==> src/rtl/pipeline_control_unit.sv <==
// Pipeline hazard control: forwarding, load-use stall, branch flush, dmem wait/timeout.
// Optional perf counters under PIPE_CTRL_PERF_CNT_EN.
//
// Ports:
//   clk, reset (async active-low)
//   de_rs1/de_rs2/ex_rs1/ex_rs2/ex_rd/mem_rd/wb_rd : stage register indices
//   ex_result_src (01=load), ex_pc_src, mem_reg_write, wb_reg_write
//   mem_mem_req, dmem_ready : MEM-stage access and memory completion
//   if/de/ex/mem_stall, de/ex/wb_flush : pipeline control
//   ex_op1_forward/ex_op2_forward : 00 regfile, 01 wb, 10 mem
//   dmem_timeout : sticky error; stall_cycles/flush_events : perf counters
module pipeline_control_unit #(
  parameter int REG_ADDR_W   = 5,
  parameter int DMEM_TIMEOUT = 64,
  parameter int CNT_W        = 32
) (
  input  logic                  clk,
  input  logic                  reset,
  input  logic [REG_ADDR_W-1:0] de_rs1,
  input  logic [REG_ADDR_W-1:0] de_rs2,
  input  logic [REG_ADDR_W-1:0] ex_rs1,
  input  logic [REG_ADDR_W-1:0] ex_rs2,
  input  logic [REG_ADDR_W-1:0] ex_rd,
  input  logic [REG_ADDR_W-1:0] mem_rd,
  input  logic [REG_ADDR_W-1:0] wb_rd,
  input  logic [1:0]            ex_result_src,
  input  logic                  ex_pc_src,
  input  logic                  mem_reg_write,
  input  logic                  wb_reg_write,
  input  logic                  mem_mem_req,
  input  logic                  dmem_ready,
  output logic                  if_stall,
  output logic                  de_stall,
  output logic                  ex_stall,
  output logic                  mem_stall,
  output logic                  de_flush,
  output logic                  ex_flush,
  output logic                  wb_flush,
  output logic [1:0]            ex_op1_forward,
  output logic [1:0]            ex_op2_forward,
  output logic                  dmem_timeout,
  output logic [CNT_W-1:0]      stall_cycles,
  output logic [CNT_W-1:0]      flush_events
);

  localparam int WCW =
    (DMEM_TIMEOUT < 2) ? 1 : $clog2(DMEM_TIMEOUT + 1);

  typedef enum logic [1:0] {
    RUN       = 2'd0,
    DMEM_WAIT = 2'd1,
    ERROR     = 2'd2
  } state_e;

  state_e         state_q, state_d;
  logic [WCW-1:0] wait_q, wait_d;
  logic           tmo_q, tmo_d;

  logic [1:0] fwd1, fwd2;
  logic       load_use;
  logic       hold;
  logic       c_hold, c_br, c_lu;

  always_comb begin
    fwd1 = 2'b00;
    if (ex_rs1 != '0) begin
      if (mem_reg_write && mem_rd == ex_rs1)
        fwd1 = 2'b10;
      else if (wb_reg_write && wb_rd == ex_rs1)
        fwd1 = 2'b01;
    end
    fwd2 = 2'b00;
    if (ex_rs2 != '0) begin
      if (mem_reg_write && mem_rd == ex_rs2)
        fwd2 = 2'b10;
      else if (wb_reg_write && wb_rd == ex_rs2)
        fwd2 = 2'b01;
    end
  end

  assign load_use = (ex_result_src == 2'b01) &&
                    (ex_rd != '0) &&
                    ((ex_rd == de_rs1) || (ex_rd == de_rs2));

  // Freeze whole pipe: in ERROR, or memory still busy
  // (either already waiting or a fresh request this cycle).
  assign hold = (state_q == ERROR) ||
                (!dmem_ready &&
                 ((state_q == DMEM_WAIT) || mem_mem_req));

  assign c_hold = hold;
  assign c_br   = !hold && ex_pc_src;
  assign c_lu   = !hold && !ex_pc_src && load_use;

  always_comb begin
    if_stall       = 1'b0;
    de_stall       = 1'b0;
    ex_stall       = 1'b0;
    mem_stall      = 1'b0;
    de_flush       = 1'b0;
    ex_flush       = 1'b0;
    wb_flush       = 1'b0;
    ex_op1_forward = (state_q == ERROR) ? 2'b00 : fwd1;
    ex_op2_forward = (state_q == ERROR) ? 2'b00 : fwd2;
    unique case (1'b1)
      c_hold: begin
        if_stall  = 1'b1;
        de_stall  = 1'b1;
        ex_stall  = 1'b1;
        mem_stall = 1'b1;
        wb_flush  = 1'b1;
      end
      c_br: begin
        de_flush = 1'b1;
        ex_flush = 1'b1;
      end
      c_lu: begin
        if_stall = 1'b1;
        de_stall = 1'b1;
        ex_flush = 1'b1;
      end
      default: ;
    endcase
  end

  // wait_q counts stalled memory cycles, including the
  // RUN cycle that first saw the request.
  always_comb begin
    state_d = state_q;
    wait_d  = wait_q;
    tmo_d   = tmo_q;
    unique case (state_q)
      RUN: begin
        wait_d = '0;
        if (mem_mem_req && !dmem_ready) begin
          state_d = DMEM_WAIT;
          wait_d  = WCW'(1);
        end
      end
      DMEM_WAIT: begin
        if (dmem_ready) begin
          state_d = RUN;
          wait_d  = '0;
        end else if (wait_q >= WCW'(DMEM_TIMEOUT - 1)) begin
          state_d = ERROR;
          tmo_d   = 1'b1;
        end else begin
          wait_d = wait_q + WCW'(1);
        end
      end
      ERROR: ;
      default: begin
        state_d = RUN;
        wait_d  = '0;
      end
    endcase
  end

  always_ff @(posedge clk or negedge reset) begin
    if (!reset) begin
      state_q <= RUN;
      wait_q  <= '0;
      tmo_q   <= 1'b0;
    end else begin
      state_q <= state_d;
      wait_q  <= wait_d;
      tmo_q   <= tmo_d;
    end
  end

  assign dmem_timeout = tmo_q;

`ifdef PIPE_CTRL_PERF_CNT_EN
  logic [CNT_W-1:0] stall_q, flush_q;

  always_ff @(posedge clk or negedge reset) begin
    if (!reset) begin
      stall_q <= '0;
      flush_q <= '0;
    end else begin
      if (if_stall && stall_q != '1)
        stall_q <= stall_q + CNT_W'(1);
      if (de_flush && flush_q != '1)
        flush_q <= flush_q + CNT_W'(1);
    end
  end

  assign stall_cycles = stall_q;
  assign flush_events = flush_q;
`else
  assign stall_cycles = '0;
  assign flush_events = '0;
`endif

endmodule

==> config.mk <==
export PLATFORM = sky130hd
export DESIGN_NAME = pipeline_control_unit
export DESIGN_NICKNAME = d
export VERILOG_FILES = /design/src/rtl/pipeline_control_unit.sv
export SDC_FILE = /design/constraint.sdc
export NUM_CORES = 1
export LEC_CHECK = 0
export ABC_CLOCK_PERIOD_IN_PS = 1600
export CORE_MARGIN = 2
export CORE_UTILIZATION = 30
export CTS_BUF_LIST = sky130_fd_sc_hd__clkbuf_16
export CTS_CLUSTER_DIAMETER = 200
export DETAILED_ROUTE_END_ITERATION = 8
export PLACE_DENSITY = 0.8
export SYNTH_ARGS = -nofsm -noshare
export SYNTH_HDL_FRONTEND = slang
export SYNTH_SLANG_ARGS = --single-unit
==> constraint.sdc <==
create_clock -name clk -period 1.6 [get_ports clk]
set_input_delay 0.32 -clock clk [delete_from_list [all_inputs] [get_ports clk]]
set_output_delay 0.32 -clock clk [all_outputs]
set_load 0.005 [all_outputs]
# Word level (Yosys, flattened, before mapping)
# Index checks and enable logic that the tools add are counted.
[word_totals]
reg_bits = 10
out_inout_bits = 76
[op_classes]
reduce_logical = 26
n_mux = 20
bitwise = 2
magnitude_cmp = 1
n_eq_ne = 12
add_sub_neg = 1
[ops]
columns = ["op", "count"]
rows = [
  ["$eq A5 B5 Y1", 6],
  ["$pmux W7 S3", 1],
  ["$mux W2", 9],
  ["$reduce_bool A5 Y1", 3],
  ["$mux W7", 2],
  ["$logic_and A1 B1 Y1", 11],
  ["$add A7 B1 Y7 const B", 1],
  ["$ge A7 B6 Y1 const B", 1],
  ["$mux W1", 7],
  ["$pmux W2 S3", 1],
  ["$reduce_and A3 Y1", 2],
  ["$eq A2 B1 Y1 const B", 2],
  ["$reduce_or A2 Y1", 2],
  ["$logic_not A1 Y1", 3],
  ["$logic_or A1 B1 Y1", 3],
  ["$ne A3 B2 Y1 const B", 1],
  ["$ne A3 B3 Y1 const B", 1],
  ["$eq A2 B2 Y1 const B", 1],
  ["$logic_not A2 Y1", 1],
  ["$ne A2 B2 Y1 const B", 1],
  ["$not A1 Y1", 2],
  ["$reduce_and A2 Y1", 1],
]

# Depth between registers and ports, before layout
# Gate-level depths: netlist (run 1).
[logic_depth]
word_depth = 9
mapped_depth = 5
depth_no_buf = 5

# Worst setup path before layout (run 1)
# Ideal clock, no wire load.
[synth_path]
path_kind = "register to register"
startpoint = "register wait_q[0]"
endpoint = "register wait_q[0]"
synth_period_minus_slack_ps = 1559
setup_slack_ps = 41
setup_time_ps = 124
t_arrival_ps = 1436
stages_incl_launch_ff = 6
path_buffers = 0
cell_sequence = "dfrtp_1 ha_1 a21o_1 a31oi_2 o21ai_2 a211o_1"
[synth_via]
elab_chain_len = 4
elab_cells_between_ends = 7
classes_between = "1 x add/sub; 1 x order compare; 1 x eq/ne; 3 x mux; 1 x reduce/logical"
[synth_lines]
columns = ["element", "line", "text"]
rows = [
  ["start, declared", "56", "logic [WCW-1:0] wait_q, wait_d;"],
  ["start signal, assigned", "166", "wait_q <= wait_d;"],
  ["$add A7 B1 Y7", "148", "wait_d = wait_q + WCW'(1);"],
  ["$mux W7", "144", "end else if (wait_q >= WCW'(DMEM_TIMEOUT - 1)) begin"],
  ["$mux W7", "141", "if (dmem_ready) begin"],
  ["$pmux W7 S3", "132", "unique case (state_q)"],
]
# Parallel ways exist; a longest one is shown, timed or not. The select of a mux whose other input is x is not followed.
# A chain may end at the register's enable or synchronous reset.

# Final worst setup path (run 1)
[layout_path]
startpoint = "register state_q[1]"
endpoint = "output port ex_flush"
[layout_via]
elab_chain_len = 9
elab_cells_between_ends = 11
classes_between = "2 x eq/ne; 1 x mux; 8 x reduce/logical"
[layout_lines]
columns = ["element", "line", "text"]
rows = [
  ["start, declared", "55", "state_e state_q, state_d;"],
  ["start signal, assigned", "165", "state_q <= state_d;"],
  ["$eq A2 B1 Y1", "89", "((state_q == DMEM_WAIT) || mem_mem_req));"],
  ["$logic_or A1 B1 Y1", "89", ""],
  ["$logic_and A1 B1 Y1", "88", "(!dmem_ready &&"],
  ["$logic_or A1 B1 Y1 (*)", "87", "assign hold = (state_q == ERROR) ||"],
  ["$logic_not A1 Y1 (*)", "92, 93", ""],
  ["$logic_and A1 B1 Y1 (2 in series)", "93", "assign c_lu = !hold && !ex_pc_src && load_use;"],
  ["$reduce_or A2 Y1 (no source line) (*)", "--", ""],
  ["$mux W1 (*)", "105", "unique case (1'b1)"],
  ["end, declared", "37", "output logic ex_flush,"],
]
# Every way passes the cells marked *; elsewhere a longest branch is shown, timed or not.

==> impl_results.md, run 1 <==
- Bufs on Longest Clock Path: 2
- Fin. max-slew vios: 0
- Clock transition at path regs: 40 ps
- Worst setup SP type: flop
- Router iterations before antenna repair: 4
- Number of max-cap violations: 0
- Placement Rows: 25
- Syn Std Cell Area: ~1500 sq um
- Post-layout min period: approximately 1800 ps
- Post-synthesis mux area share: 0.00688
- Clock Skew: around 4.2 ps
- Post-synth EDFFs: 0
- Worst Path Required: 1280 ps
- Synth async-reset ratio: 1.00
- Global Route Usage Sum: 0.132
- Number of synthesized register bits: 10
- CORE AREA: 4690 sq um
- # diodes: 0
- First-pass GRT wire length: around 5.5 mm
- RSZ-0062 raised after global routing: yes
- CP Capture Type: output port
- Post-Synth Simple-Gate Area: 0.161
- Ports: 120
- DR iter-0 viols: 63
- Max frequency: 545 MHz
- Synth Area in XOR/XNOR: 0.181
- Crit path max-delay family: buffers and inverters
- Complex-gate fraction of the synthesized area: 0.109
- Later-pin clock latency in the skew report: 240 ps
- Leading area contributor after synthesis: buf_4
- Total chip power: 1100 uW
- Critical path type: reg2out
- Top area cells in the synthesized netlist: buf_4 35%, dfrtp_1 17%, xor2_1 17%
- Adder-cell area share of the yosys netlist: 0.00860
- Tcrit/Tclk final: 1.15
- Antenna violations before repair: 0
- Cell mode on critical path: buf_6
- Reg2reg path depth: 6
- DP HPWL: just under 3 mm
- Status: finished, violations left
- H-tree depth: 1
- Num CTS Buffers: 3
- Vias: between 1,000 and 1,500
- Worst setup margin: -236 ps
- VDD IR max: ~240 uV
- Pre-CTS WS: -947 ps
- WL per Instance: between 10 and 15 um
- Failing checks: setup timing
- I/O Buffers: 55
- Total congestion overflow: 0
- Mean post-synth cell area: 8.13 sq um
- WP data arrival: 1520 ps
- Die ar.: between 5000 and 6000 sq um
- Post-synthesis sequential area ratio: 0.172
- Leakage: around 0.0011 uW
- Share of the synthesized area in the top cell type: 0.346
- Reg2reg setup slack: -10 ps
- Final Setup Violations: 12
- CP max FO: 3
- Worst reg2reg startpoint: state_q[1]
- Initial core utilization: 0.310
- Clock sink count: 10
- Via density: approximately 4.2
- Final WL: around 3.8 mm
- Top FF cell, synth: dfrtp_1
- Power per Cell Area: 503 nW/um^2
- Synth-to-Final Area Change: 50.0%
- GPL Wtd Cong: ~0.74
- Filler cells: around 470
- DRT antenna net count: 0
- Slowest stage cell, crit path: dfrtp_1
- Share of cells above drive strength 1: 0.347
- Horiz. Die Dim: 73.6 um
- Largest net degree at the start of global routing: 11
- Largest family of logic cells by synthesized area: buffers and inverters
- Post-Synthesis Cells: around 180
- Hold Path Class: in2async
- Cells along the critical path: buf_6 > nand2b_4 > buf_6 > o21a_1 > inv_2 > o31ai_2 > buf_2
- Die height: roughly 74 um
- Yosys cell types: 37
- Vias in the first global route: 1,232
- Worst reg2reg endpoint: wait_q[1]
- Crit-path max cell delay: 420 ps
- Final Net Count: approximately 310
- Clock root buffer: clkbuf_16
- TritonCTS clock tree: done
- Hold Fails Final Rpt: 0
- Yosys warns: 0
- DRC Markers: 0
- CP bufs+invs: 4
## logic make-up after synthesis
kind of cell             Yosys count
multiplexers                       1
adder cells (fa/ha/maj)            1
buffers and inverters             72
AO/OA/AOI/OAI                     23
XOR/XNOR                          30
flip-flops                        10
other                              1
AND/OR/NAND/NOR                   41
## power breakdown
part	switching (uW)	internal, uW	total (uW)
clock	131	329	460
combinational	187	188	375
sequential	3.64	259	263
total	322	776	1100
## sequential cells by signal, summed over array words and instances (netlist names)
signal	count
state_q	2
wait_q	7
dmem_timeout	1
## Yosys cell counts, types with 2 or more instances
master   instances
nor3_1           9
or4_1            3
a21oi_1          5
nand2_1          2
nor2_1           5
buf_4           67
o21ai_1          5
nor2b_1          3
dfrtp_1         10
or3_1            2
o31ai_1          2
nor4_1           4
xor2_1          28
nand3_1          3
xnor2_1          2
nand4_1          2
and3_1           4
inv_1            4
## worst max-delay path by stage
stage                    start                 to  slack [ps]  cells after the start
floorplan            wait_q[0]          wait_q[0]          40                      5
global placement     mem_rd[0]  ex_op2_forward[1]        -860                      6
detailed placement    ex_rd[0]           de_stall        -950                      6
CTS                 state_q[1]           ex_flush        -240                      7
global route        state_q[1]           ex_flush        -320                      7
finish              state_q[1]           ex_flush        -240                      7
## what timing repair did
item,4_1_cts,5_1_grt
setup endpoints to repair,16,16
pin swaps,30,22
resized for setup,165,23
hold buffers,0,0
hold endpoints to repair,0,0
buffers inserted,4,4
## layout by cell type, fill, tap and decap left out, drive strengths merged, types with 2 or more instances in the layout
cell,count
o21ai,6
clkbuf,6
or4,3
nor2b,3
nor3,9
a21oi,5
and3,4
inv,4
or3,2
o31ai,2
nand4,2
dlygate4sd2,11
dlymetal6s2s,2
dfrtp,10
nand3,3
conb,64
nand2,2
buf,59
clkdlybuf4s50,7
clkdlybuf4s15,5
xnor2,2
nor4,4
xor2,28
nor2,5
## per-layer routing
layer	routed length (um)	GRT usage
met4	85	0.0606
met5	0	0
met1	1400	0.148
met2	2090	0.244
met3	237	0.0178
## layout make-up
class | instances | area, sq um | area share
clock buffer | 3 | 75.1 | 0.0344
clock inverter | 1 | 3.75 | 0.00172
inverter | 4 | 15.0 | 0.00688
multi-input combinational | 160 | 1070 | 0.492
sequential | 10 | 250 | 0.115
tap | 54 | 67.6 | 0.0309
timing repair buffer | 87 | 698 | 0.320
## through the flow
step / hold WS (ps) / util / cell area, sq um / std cells / setup TNS [ps]
5_1_grt: 455 / 0.465 / 2180 / 319 / -2610
3_5_place_dp: 466 / 0.426 / 2000 / 309 / -9960
3_3_place_gp: 466 / 0.426 / 2000 / 309 / -9650
6_report: 402 / 0.465 / 2180 / 319 / -1650
4_1_cts: 414 / 0.453 / 2130 / 317 / -1660
2_1_floorplan: 24.4 / - / 1690 / 242 / 0
## worst register-to-register path, stage by stage, from the launching register on
cell and delay (ps):
dfrtp_1 420, buf_4 150, buf_6 120, or3b_4 400
buf_6 150, o21ai_4 150, a32o_1 160
(Power assumes the default switching activity.)
==> run 2, diff against run 1 <==
--- a/config.mk
+++ b/config.mk
@@ -9,7 +9,6 @@
 export CORE_MARGIN = 2
 export CORE_UTILIZATION = 30
 export CTS_BUF_LIST = sky130_fd_sc_hd__clkbuf_16
-export CTS_CLUSTER_DIAMETER = 200
 export DETAILED_ROUTE_END_ITERATION = 8
 export PLACE_DENSITY = 0.8
 export SYNTH_ARGS = -nofsm -noshare
==> results of run 2 <==
Same layout as run 1: the final DEF is identical, and so are final timing and power.
==> run 3, diff against run 2 <==
--- a/config.mk
+++ b/config.mk
@@ -5,12 +5,13 @@
 export SDC_FILE = /design/constraint.sdc
 export NUM_CORES = 1
 export LEC_CHECK = 0
-export ABC_CLOCK_PERIOD_IN_PS = 1600
+export ABC_CLOCK_PERIOD_IN_PS = 2100
 export CORE_MARGIN = 2
 export CORE_UTILIZATION = 30
 export CTS_BUF_LIST = sky130_fd_sc_hd__clkbuf_16
+export CTS_CLUSTER_SIZE = 40
 export DETAILED_ROUTE_END_ITERATION = 8
-export PLACE_DENSITY = 0.8
+export PLACE_DENSITY = 0.77
 export SYNTH_ARGS = -nofsm -noshare
 export SYNTH_HDL_FRONTEND = slang
 export SYNTH_SLANG_ARGS = --single-unit
==> constraint.sdc (replaced) <==
create_clock -name clk -period 2.1 [get_ports clk]
set_input_delay 0.42 -clock clk [delete_from_list [all_inputs] [get_ports clk]]
set_output_delay 0.42 -clock clk [all_outputs]
set_load 0.005 [all_outputs]
==> run 3 against run 2 <==
Effect of this change:
- the flow now finishes without violations
- setup slack improved by 280 ps
- non-clock buffer count is 7 lower
- critical path depth fell by 1
- largest power group unchanged
==> impl_results.md, run 3 (synthesis gave the netlist of run 1 again) <==
- Status: complete, no violations (was finished, violations left)
- Vias in the first global route: 1,152 (was 1,232)
- I/O Buffers: 55 (unchanged)
- DR iter-0 viols: 69 (was 63)
- Initial core utilization: 0.310 (unchanged)
- Placement Rows: 25 (unchanged)
- Worst reg2reg endpoint: wait_q[0] (was wait_q[1])
- Die height: 73.6 um (unchanged)
- Max reg flops: 7 (unchanged)
- DP HPWL: 2.84 mm (was 2.94 mm)
- Share of cells above drive strength 1: 0.214 (was 0.347)
- Pre-CTS WS: -627 ps (was -947 ps)
- Worst hold stages: 1
- Commonest non-fill, non-tap cell in the layout: conb_1 (unchanged)
- WP data arrival: 1640 ps (was 1520 ps)
- Hold path start: dmem_timeout
- Bufs on Longest Clock Path: 2 (unchanged)
- Power per Cell Area: 384 nW/um^2 (was 503 nW/um^2)
- CP max FO: 3 (unchanged)
- Synth-to-Final Area Change: 43.4% (was 50.0%)
- Met3 usage: 0.0233 (was 0.0178)
- CORE AREA: 4690 sq um (unchanged)
- Worst reg2reg startpoint: wait_q[0] (was state_q[1])
- Num CTS Buffers: 3 (unchanged)
- Biggest register: wait_q (unchanged)
- Reg2reg path depth: 5 (was 6)
- Horiz. Die Dim: 73.6 um (unchanged)
- GRT met2 Usage: 0.214 (was 0.244)
- Largest net degree at the start of global routing: 11 (unchanged)
- CP Capture Type: output port (unchanged)
- DRT antenna net count: 0 (unchanged)
- Die ar.: 5420 sq um (unchanged)
- Tcrit/Tclk final: 0.980
- TritonCTS clock tree: done (unchanged)
- Met1 usage: 0.136 (was 0.148)
- Worst Path Required: 1680 ps (was 1280 ps)
- Final Net Count: 304 (was 311)
- Antenna violations before repair: 0 (unchanged)
- Max frequency: a little under 500 MHz
- Ports: 120 (unchanged)
- Leakage: 0.00111 uW (was 0.00114 uW)
- Router iterations before antenna repair: 4 (unchanged)
- Via density: 4.22 (was 4.18)
- Hold EP: dmem_timeout
- Later-pin clock latency in the skew report: 240 ps (about the same)
- Clock transition at path regs: 40 ps (about the same)
- Clock sink count: 10 (unchanged)
- Worst setup margin: 41.9 ps (was -236 ps)
- Most frequent cells in the layout: 64 x conb_1, 28 x xor2_1, 25 x buf_4 (was 64 x conb_1, 28 x xor2_1, 26 x buf_4)
- WL per Instance: 11.4 um (was 11.9 um)
- Worst setup SP type: primary input (was flop)
- Total congestion overflow: 0 (unchanged)
- Vias: 1,313 (was 1,335)
- Hold Fails Final Rpt: 0 (unchanged)
- Reg2reg setup slack: 370 ps (was -10 ps)
- Setup TNS: 0 ps (was -1650 ps)
- VDD IR max: 199 uV (was 242 uV)
- Final WL: 3.55 mm (was 3.81 mm)
- Final Setup Violations: 0 (was 12)
- Hold Path Class: reg2reg (was in2async)
- GPL Wtd Cong: 0.788 (was 0.737)
- Post-layout min period: 2060 ps
- Global Route Usage Sum: 0.122 (was 0.132)
- Clock Skew: 1.25 ps (was 4.20 ps)
- Fin. max-slew vios: 0 (unchanged)
- # diodes: 0 (unchanged)
- First-pass GRT wire length: 5.04 mm (was 5.55 mm)
- Worst hold slack: 469 ps (was 402 ps)
- Global route hottest layer: met2 (unchanged)
- Clock root buffer: clkbuf_16 (unchanged)
- H-tree depth: 1 (unchanged)
- DRC Markers: 0 (unchanged)
- Number of max-cap violations: 0 (unchanged)
- Critical path type: in2out (was reg2out)
-- run 3: cell count changes in the layout (fill, tap and decap cells not counted), sizes merged --
cell / before / now
buf: 59 / 32
clkbuf: 6 / 5
clkdlybuf4s50: 7 / 11
clkinv: 1 / 0
dlygate4sd2: 11 / 24
dlymetal6s2s: 2 / 6
-- run 3: layer usage --
layer  routed length (um)  vias to the layer above
met1                 1250                      605
met2                 1950                       65
met3                  224                       11
li1                     -                      632
met5                    0                        -
met4                  129                        0
-- run 3: worst max-delay path: stages --
cell and delay, ps:
dlygate4sd2_1 270, or4_4 490, nor2_2 110, nor3_1 50, and3_1 180, buf_2 130
-- run 3: per-stage QoR --
stage          utilization  power (uW)  cells  area (sq um)
2_1_floorplan            -         396    242          1690
3_3_place_gp         0.418         467    304          1960
3_5_place_dp         0.418         471    304          1960
4_1_cts              0.430         793    311          2020
5_1_grt              0.445         845    311          2090
6_report             0.445         802    311          2090
-- run 3: worst max path at each step --
stage / startpoint / end
after floorplan: ex_rd[2] / if_stall
after global placement: ex_rs1[1] / ex_op1_forward[0]
after detailed placement: ex_rd[1] / de_stall
after CTS: ex_rd[2] / de_stall
after global routing: mem_rd[2] / ex_op2_forward[0]
final: ex_rs2[3] / ex_op2_forward[0]
-- run 3: report_power, final --
| part | switching [uW] | internal, uW | total [uW] |
|---|---|---|---|
| sequential | 5.32 | 198 | 203 |
| combinational | 129 | 135 | 264 |
| clock | 88.1 | 247 | 335 |
-- run 3: final cells by class --
| class | count | area, sq um |
|---|---|---|
| repair buffers | 80 | 678 |
| inverters | 4 | 15.0 |
| clock buffers | 3 | 75.1 |
| multi-input cells | 160 | 1000 |
| fillers | 495 | 2610 |
| well taps | 54 | 67.6 |
| flip-flops and latches | 10 | 250 |
-- run 3: timing repair --
item	in CTS	in global routing
gates resized for setup	64	28
setup endpoints to repair	11	9
hold buffers	0	0
endpoints found under the hold margin	0	0
pin swaps	22	17
setup buffers	4	0
